--- src/rtl/fwd_pkg.sv ---
// Shared constants and width helpers for the operand-forwarding / scoreboard block.
package fwd_pkg;

   localparam int REG_ADDR_W = 5;
   localparam int NUM_REGS   = 32;
   localparam int FWD_SEL_RF = 0;

   function automatic int fwd_sel_width(input int n);
      return $clog2(n + 1);
   endfunction

   function automatic int sb_cnt_width(input int max_outstanding);
      return $clog2(max_outstanding + 1);
   endfunction

endpackage

--- src/rtl/fwd_scoreboard.sv ---
// Register scoreboard: pending bits for long-latency writes, outstanding-op counter,
// and issue acceptance (capacity + WAW blocking).
module fwd_scoreboard
   import fwd_pkg::*;
#(
   parameter int MAX_OUTSTANDING = 4
) (
   input  logic                  clk,
   input  logic                  rst_n,
   input  logic                  issue_valid,
   input  logic [REG_ADDR_W-1:0] issue_rd,
   input  logic                  done_valid,
   input  logic [REG_ADDR_W-1:0] done_rd,
   output logic                  issue_ready,
   output logic [NUM_REGS-1:0]   pending
);

   localparam int CNT_W = sb_cnt_width(MAX_OUTSTANDING);
   localparam logic [CNT_W-1:0] CNT_MAX = CNT_W'(MAX_OUTSTANDING);

   logic [CNT_W-1:0]    count_q;
   logic [NUM_REGS-1:0] pending_q;
   logic [NUM_REGS-1:0] pending_nxt;
   logic                issue_acc;
   logic                done_err;
   logic                done_acc;
   logic                cnt_inc;
   logic                cnt_dec;

   assign issue_ready = (count_q < CNT_MAX) &&
                        !((issue_rd != '0) && pending_q[issue_rd]);
   assign issue_acc   = issue_valid && issue_ready;

   // A completion for a non-pending nonzero register is a protocol error and is ignored.
   assign done_err = (done_rd != '0) && !pending_q[done_rd];
   assign done_acc = done_valid && !done_err;

   assign cnt_inc = issue_acc;
   assign cnt_dec = done_acc && (count_q != '0);

   always_comb begin
      pending_nxt = pending_q;
      if (issue_acc && (issue_rd != '0))
         pending_nxt[issue_rd] = 1'b1;
      if (done_acc && (done_rd != '0))
         pending_nxt[done_rd] = 1'b0;
      pending_nxt[0] = 1'b0;
   end

   always_ff @(posedge clk or negedge rst_n) begin
      if (!rst_n) begin
         pending_q <= '0;
         count_q   <= '0;
      end else begin
         pending_q <= pending_nxt;
         case ({cnt_inc, cnt_dec})
            2'b10:   count_q <= count_q + 1'b1;
            2'b01:   count_q <= count_q - 1'b1;
            default: count_q <= count_q;
         endcase
      end
   end

   assign pending = pending_q;

endmodule

--- src/rtl/forwarding_scoreboard_unit.sv ---
// EX-stage operand bypass select with youngest-stage priority, load-use and scoreboard stall.
// Optional stall-cycle performance counter built when FWD_SB_PERF_EN is defined.
module forwarding_scoreboard_unit
   import fwd_pkg::*;
#(
   parameter int NUM_SRC         = 2,
   parameter int NUM_FWD         = 2,
   parameter int MAX_OUTSTANDING = 4,
   parameter int SELW            = fwd_sel_width(NUM_FWD)
) (
   input  logic                    clk,
   input  logic                    rst_n,
   input  logic [NUM_SRC*5-1:0]    rs_ex,
   input  logic [NUM_SRC-1:0]      rs_valid_ex,
   input  logic [NUM_FWD*5-1:0]    fwd_rd,
   input  logic [NUM_FWD-1:0]      fwd_we,
   input  logic [NUM_FWD-1:0]      fwd_ready,
   input  logic                    issue_valid,
   input  logic [4:0]              issue_rd,
   output logic                    issue_ready,
   input  logic                    done_valid,
   input  logic [4:0]              done_rd,
   output logic [NUM_SRC*SELW-1:0] fwd_sel,
   output logic                    stall_ex,
   output logic [31:0]             sb_pending,
   output logic [31:0]             stall_cycles
);

   logic [NUM_SRC-1:0] load_use;
   logic [NUM_SRC-1:0] sb_hit;

   fwd_scoreboard #(
      .MAX_OUTSTANDING(MAX_OUTSTANDING)
   ) u_sb (
      .clk        (clk),
      .rst_n      (rst_n),
      .issue_valid(issue_valid),
      .issue_rd   (issue_rd),
      .done_valid (done_valid),
      .done_rd    (done_rd),
      .issue_ready(issue_ready),
      .pending    (sb_pending)
   );

   for (genvar gi = 0; gi < NUM_SRC; gi++) begin : g_src
      logic [REG_ADDR_W-1:0] rs;
      logic [SELW-1:0]       sel;
      logic                  sel_ready;

      assign rs = rs_ex[gi*REG_ADDR_W +: REG_ADDR_W];

      // Walk oldest to youngest so the youngest matching stage overwrites older ones.
      always_comb begin
         sel       = SELW'(FWD_SEL_RF);
         sel_ready = 1'b1;
         for (int k = NUM_FWD - 1; k >= 0; k--) begin
            if (rs_valid_ex[gi] && fwd_we[k] &&
                (fwd_rd[k*REG_ADDR_W +: REG_ADDR_W] != '0) &&
                (fwd_rd[k*REG_ADDR_W +: REG_ADDR_W] == rs)) begin
               sel       = SELW'(k + 1);
               sel_ready = fwd_ready[k];
            end
         end
      end

      assign fwd_sel[gi*SELW +: SELW] = sel;
      assign load_use[gi] = (sel != SELW'(FWD_SEL_RF)) && !sel_ready;
      assign sb_hit[gi]   = rs_valid_ex[gi] && (rs != '0) && sb_pending[rs];
   end

   assign stall_ex = (|load_use) || (|sb_hit);

`ifdef FWD_SB_PERF_EN
   logic [31:0] stall_cnt_q;

   always_ff @(posedge clk or negedge rst_n) begin
      if (!rst_n)
         stall_cnt_q <= '0;
      else if (stall_ex)
         stall_cnt_q <= stall_cnt_q + 32'd1;
   end

   assign stall_cycles = stall_cnt_q;
`else
   assign stall_cycles = '0;
`endif

endmodule

--- config.mk ---
export PLATFORM = sky130hd
export DESIGN_NAME = forwarding_scoreboard_unit
export DESIGN_NICKNAME = d
export VERILOG_FILES = /design/src/rtl/fwd_pkg.sv /design/src/rtl/fwd_scoreboard.sv /design/src/rtl/forwarding_scoreboard_unit.sv
export SDC_FILE = /design/constraint.sdc
export NUM_CORES = 1
export LEC_CHECK = 0
export CAP_MARGIN = 25
export CORE_ASPECT_RATIO = 1.4
export CORE_MARGIN = 2
export CORE_UTILIZATION = 35
export CTS_CLUSTER_SIZE = 28
export DETAILED_ROUTE_END_ITERATION = 10
export SYNTH_ARGS = -nofsm -noshare
export SYNTH_HDL_FRONTEND = slang
export SYNTH_SLANG_ARGS = --single-unit
export TNS_END_PERCENT = 10
--- constraint.sdc ---
create_clock -name clk -period 5.34 [get_ports clk]
set_clock_uncertainty 0.1 [all_clocks]
set_input_delay 1.602 -clock clk [delete_from_list [all_inputs] [get_ports clk]]
set_output_delay 1.602 -clock clk [all_outputs]
set_load 0.01 [all_outputs]
==> impl_metrics.tcl <==
set metrics [dict create \
    track_usage_pct 21.2 \
    cts_tree "built" \
    syn_avg_cell_area_um2 10.0 \
    synth_top_family_by_area "multiplexers" \
    maxCapViolCount 0 \
    status "finished clean" \
    fin_nets 482 \
    core_um2 9410 \
    yosysSeqAreaShare_pct 25.3 \
    synth_compound_area_share_pct 14.2 \
    synth-xor-area-share_pct 5.99 \
    rsz0062_at_grt "true" \
    start_kind "primary input" \
    pre_cts_ws_ps -453 \
    synth_mux_area_share_pct 25.0 \
    slew_headroom_pct 45.2 \
    clk_latency_ps 280 \
    h-tree-depth 2 \
    finalCriticalPeriod_ps 5300 \
    grt_pass1_wl_mm 16.9 \
    crit_fanout 3 \
    cts_buffers 5 \
    clock_path_buffers 2 \
    antenna_found_initial 0 \
    peakVddDrop_v 0.000172 \
    drtPass1Iterations 4 \
    dieHeight_um 120 \
    cp.required_ps 3640 \
    gr-total-overflow 0 \
    netlist_area_um2 3360 \
    synth_edf_count 0 \
    dieArea_um2 10400 \
    port-buffer-count 76 \
    synthToLayoutAreaGrowth_pct 36.0 \
    hold_buffers 0 \
    synthArstFlopShare_pct 100 \
    clk_pin_slew_ps 50 \
    place_area_um2 4340 \
    final_core_util_pct 48.6 \
    place_congestion 0.920 \
    antenna_left 0 \
    synth-adder-area-share_pct 0.967 \
    final_cell_mix "clkdlybuf4s50_1, buf_4, nor2_1, dfrtp_1, conb_1" \
    cts_root_buf "clkbuf_16" \
    io_pins 110 \
    synth_warnings 0 \
    cts_sinks 34 \
    grt_pass1_vias 3149 \
    drt_iter0_drc 199 \
    vias_per_cell 5.69 \
    synthDistinctLibCells 52 \
    drt-wirelength-per-cell_um 20.1 \
    period_share_pct 99.3 \
    fmax_ghz 0.189 \
    leakage_uw 0.00193 \
    cpPeakStageDelay_ps 520 \
    synth_seq_cells 34 \
    setup_viol 0 \
    fillers 892 \
    cp.arrival_ps 3600 \
    initial_utilization_pct 35.8 \
    layout.cells.most_common "clkdlybuf4s50_1" \
    drc 0 \
    syn_inst 336 \
    pwr_density_cell_nw_per_um2 385 \
    antennaDiodeCount 0 \
    fp.dieW_um 86.8 \
    vias 3137 \
    layout-drive-gt1-share_pct 21.8 \
    routed_wl_mm 11.1 \
    place_hpwl_mm 8.20 \
    cp-end-kind "primary output" \
    drv_slew 0 \
    hp-class "reg2reg" \
    worst-setup-path-type "in2out" \
    final_hold_viol_count 0 \
    rows 42 \
    yosys.area_share.simple_pct 15.9 \
    synthFlopType "dfrtp_1" \
    cp_slowest_cell "clkdlybuf4s50_1" \
    layout_setup_ws_ps 39.0 \
    grt_max_degree 35 \
    worstMarginPinSlew_ps 819 \
    cp_cell_sequence "clkdlybuf4s50_1, buf_4, xnor2_1, nand4_1, nor4_1, buf_4, clkdlybuf4s50_1" \
    final_area_um2 4580 \
]
-- cells in the mapped netlist (2+ instances only) --
cell / number / area [µm²]
nand2b_1: 8 / 50.1
buf_1: 2 / 7.51
mux4_1: 6 / 158
inv_1: 11 / 41.3
nor2b_1: 4 / 25.0
or4_1: 3 / 22.5
o21ai_0: 6 / 30.0
xor2_1: 15 / 131
o22a_1: 21 / 184
buf_6: 3 / 33.8
o22ai_1: 2 / 12.5
mux2_2: 7 / 78.8
a31oi_1: 4 / 25.0
nand4_1: 3 / 18.8
mux2i_1: 11 / 110
nand3b_1: 2 / 15.0
nand3_1: 9 / 45.0
nor3_1: 4 / 20.0
and3_1: 2 / 12.5
mux4_2: 22 / 495
o311ai_0: 3 / 26.3
o32a_1: 8 / 80.1
buf_4: 33 / 248
a21oi_1: 9 / 45.0
clkbuf_1: 13 / 48.8
o31ai_1: 2 / 15.0
nor2_1: 40 / 150
or4b_4: 2 / 27.5
xnor2_1: 8 / 70.1
nor4_1: 4 / 25.0
buf_2: 5 / 25.0
or3_1: 5 / 31.3
dfrtp_1: 34 / 851
nand2_1: 7 / 26.3
-- registers in the layout (all words and copies together) (netlist names) --
signal / cells
u_sb.pending: 31
u_sb.count_q: 3
-- layout make-up --
cell class                 count  area (µm²)  area share, %
clock buffer                   7         143           3.12
clock inverter                 1        5.00          0.109
inverter                      11        41.3          0.902
multi-input combinational    266        2230           48.8
sequential                    34         851           18.6
tap                          110         138           3.01
timing repair buffer         122        1160           25.4
-- report_power, final --
group	internal, µW	switching (µW)
Sequential	371	230
Combinational	539	338
Clock	185	101
Total	1090	669
-- per-stage QoR --
| step | total power (µW) | TNS [ps] | hold slack, ps | instances |
|---|---|---|---|---|
| 2_1_floorplan | 1020 | 0 | 370 | 368 |
| 3_3_place_gp | 1460 | -1240 | 408 | 538 |
| 3_5_place_dp | 1470 | -1290 | 401 | 538 |
| 4_1_cts | 1770 | 0 | 412 | 548 |
| 5_1_grt | 1860 | -35.9 | 443 | 551 |
| 6_report | 1760 | 0 | 407 | 551 |
-- path summary, 6_finish.rpt --
| check | start | to | slack, ps | cells past startpoint |
|---|---|---|---|---|
| setup / recovery | fwd_rd[4] | fwd_sel[2] | 40 | 7 |
| hold / removal | u_sb.count_q[0]$_DFFE_PN0P_ | u_sb.count_q[0]$_DFFE_PN0P_ | 410 | 1 |
| setup reg to reg | u_sb.pending[23]$_DFF_PN0_ | u_sb.count_q[2]$_DFFE_PN0P_ | 2580 | 10 |
| hold reg to reg | u_sb.count_q[0]$_DFFE_PN0P_ | u_sb.count_q[0]$_DFFE_PN0P_ | 410 | 1 |
| max in group asynchronous | rst_n | u_sb.pending[3]$_DFF_PN0_ | 3190 | 2 |
| min in group asynchronous | rst_n | u_sb.pending[17]$_DFF_PN0_ | 1630 | 2 |
-- critical path, delay by kind of cell --
kind / cells / cell delay (ps)
buf+inv: 4 / 1360
simple gates: 2 / 520
xor+xnor: 1 / 110
-- cell families (layout without fill, tap and decap cells) --
logic type	after synthesis	count (layout)
compound gates	62	62
xor+xnor	23	23
fa+ha+maj	2	2
buf+inv	68	141
flops	34	34
mux	46	46
other cells	1	33
simple gates	100	100
-- metal layers --
metal  track usage (%)  wire length, µm  share of wire, %  vias to the layer above
li1                  -                -                 -                     1419
met1              25.5             4160                38                     1540
met2              38.0             5850                53                      156
met3              1.38              615               5.5                       22
met4              9.57              459               4.1                        0
met5                 0                0                 0                        -
-- repair_timing --
item / CTS / global route
gates resized for setup: 20 / 4
setup buffers: 1 / 2
endpoints found under the setup margin: 5 / 3
pin swaps: 3 / 1
gates cloned: 1 / 1
Note: power is estimated with default switching activity, not from simulation.
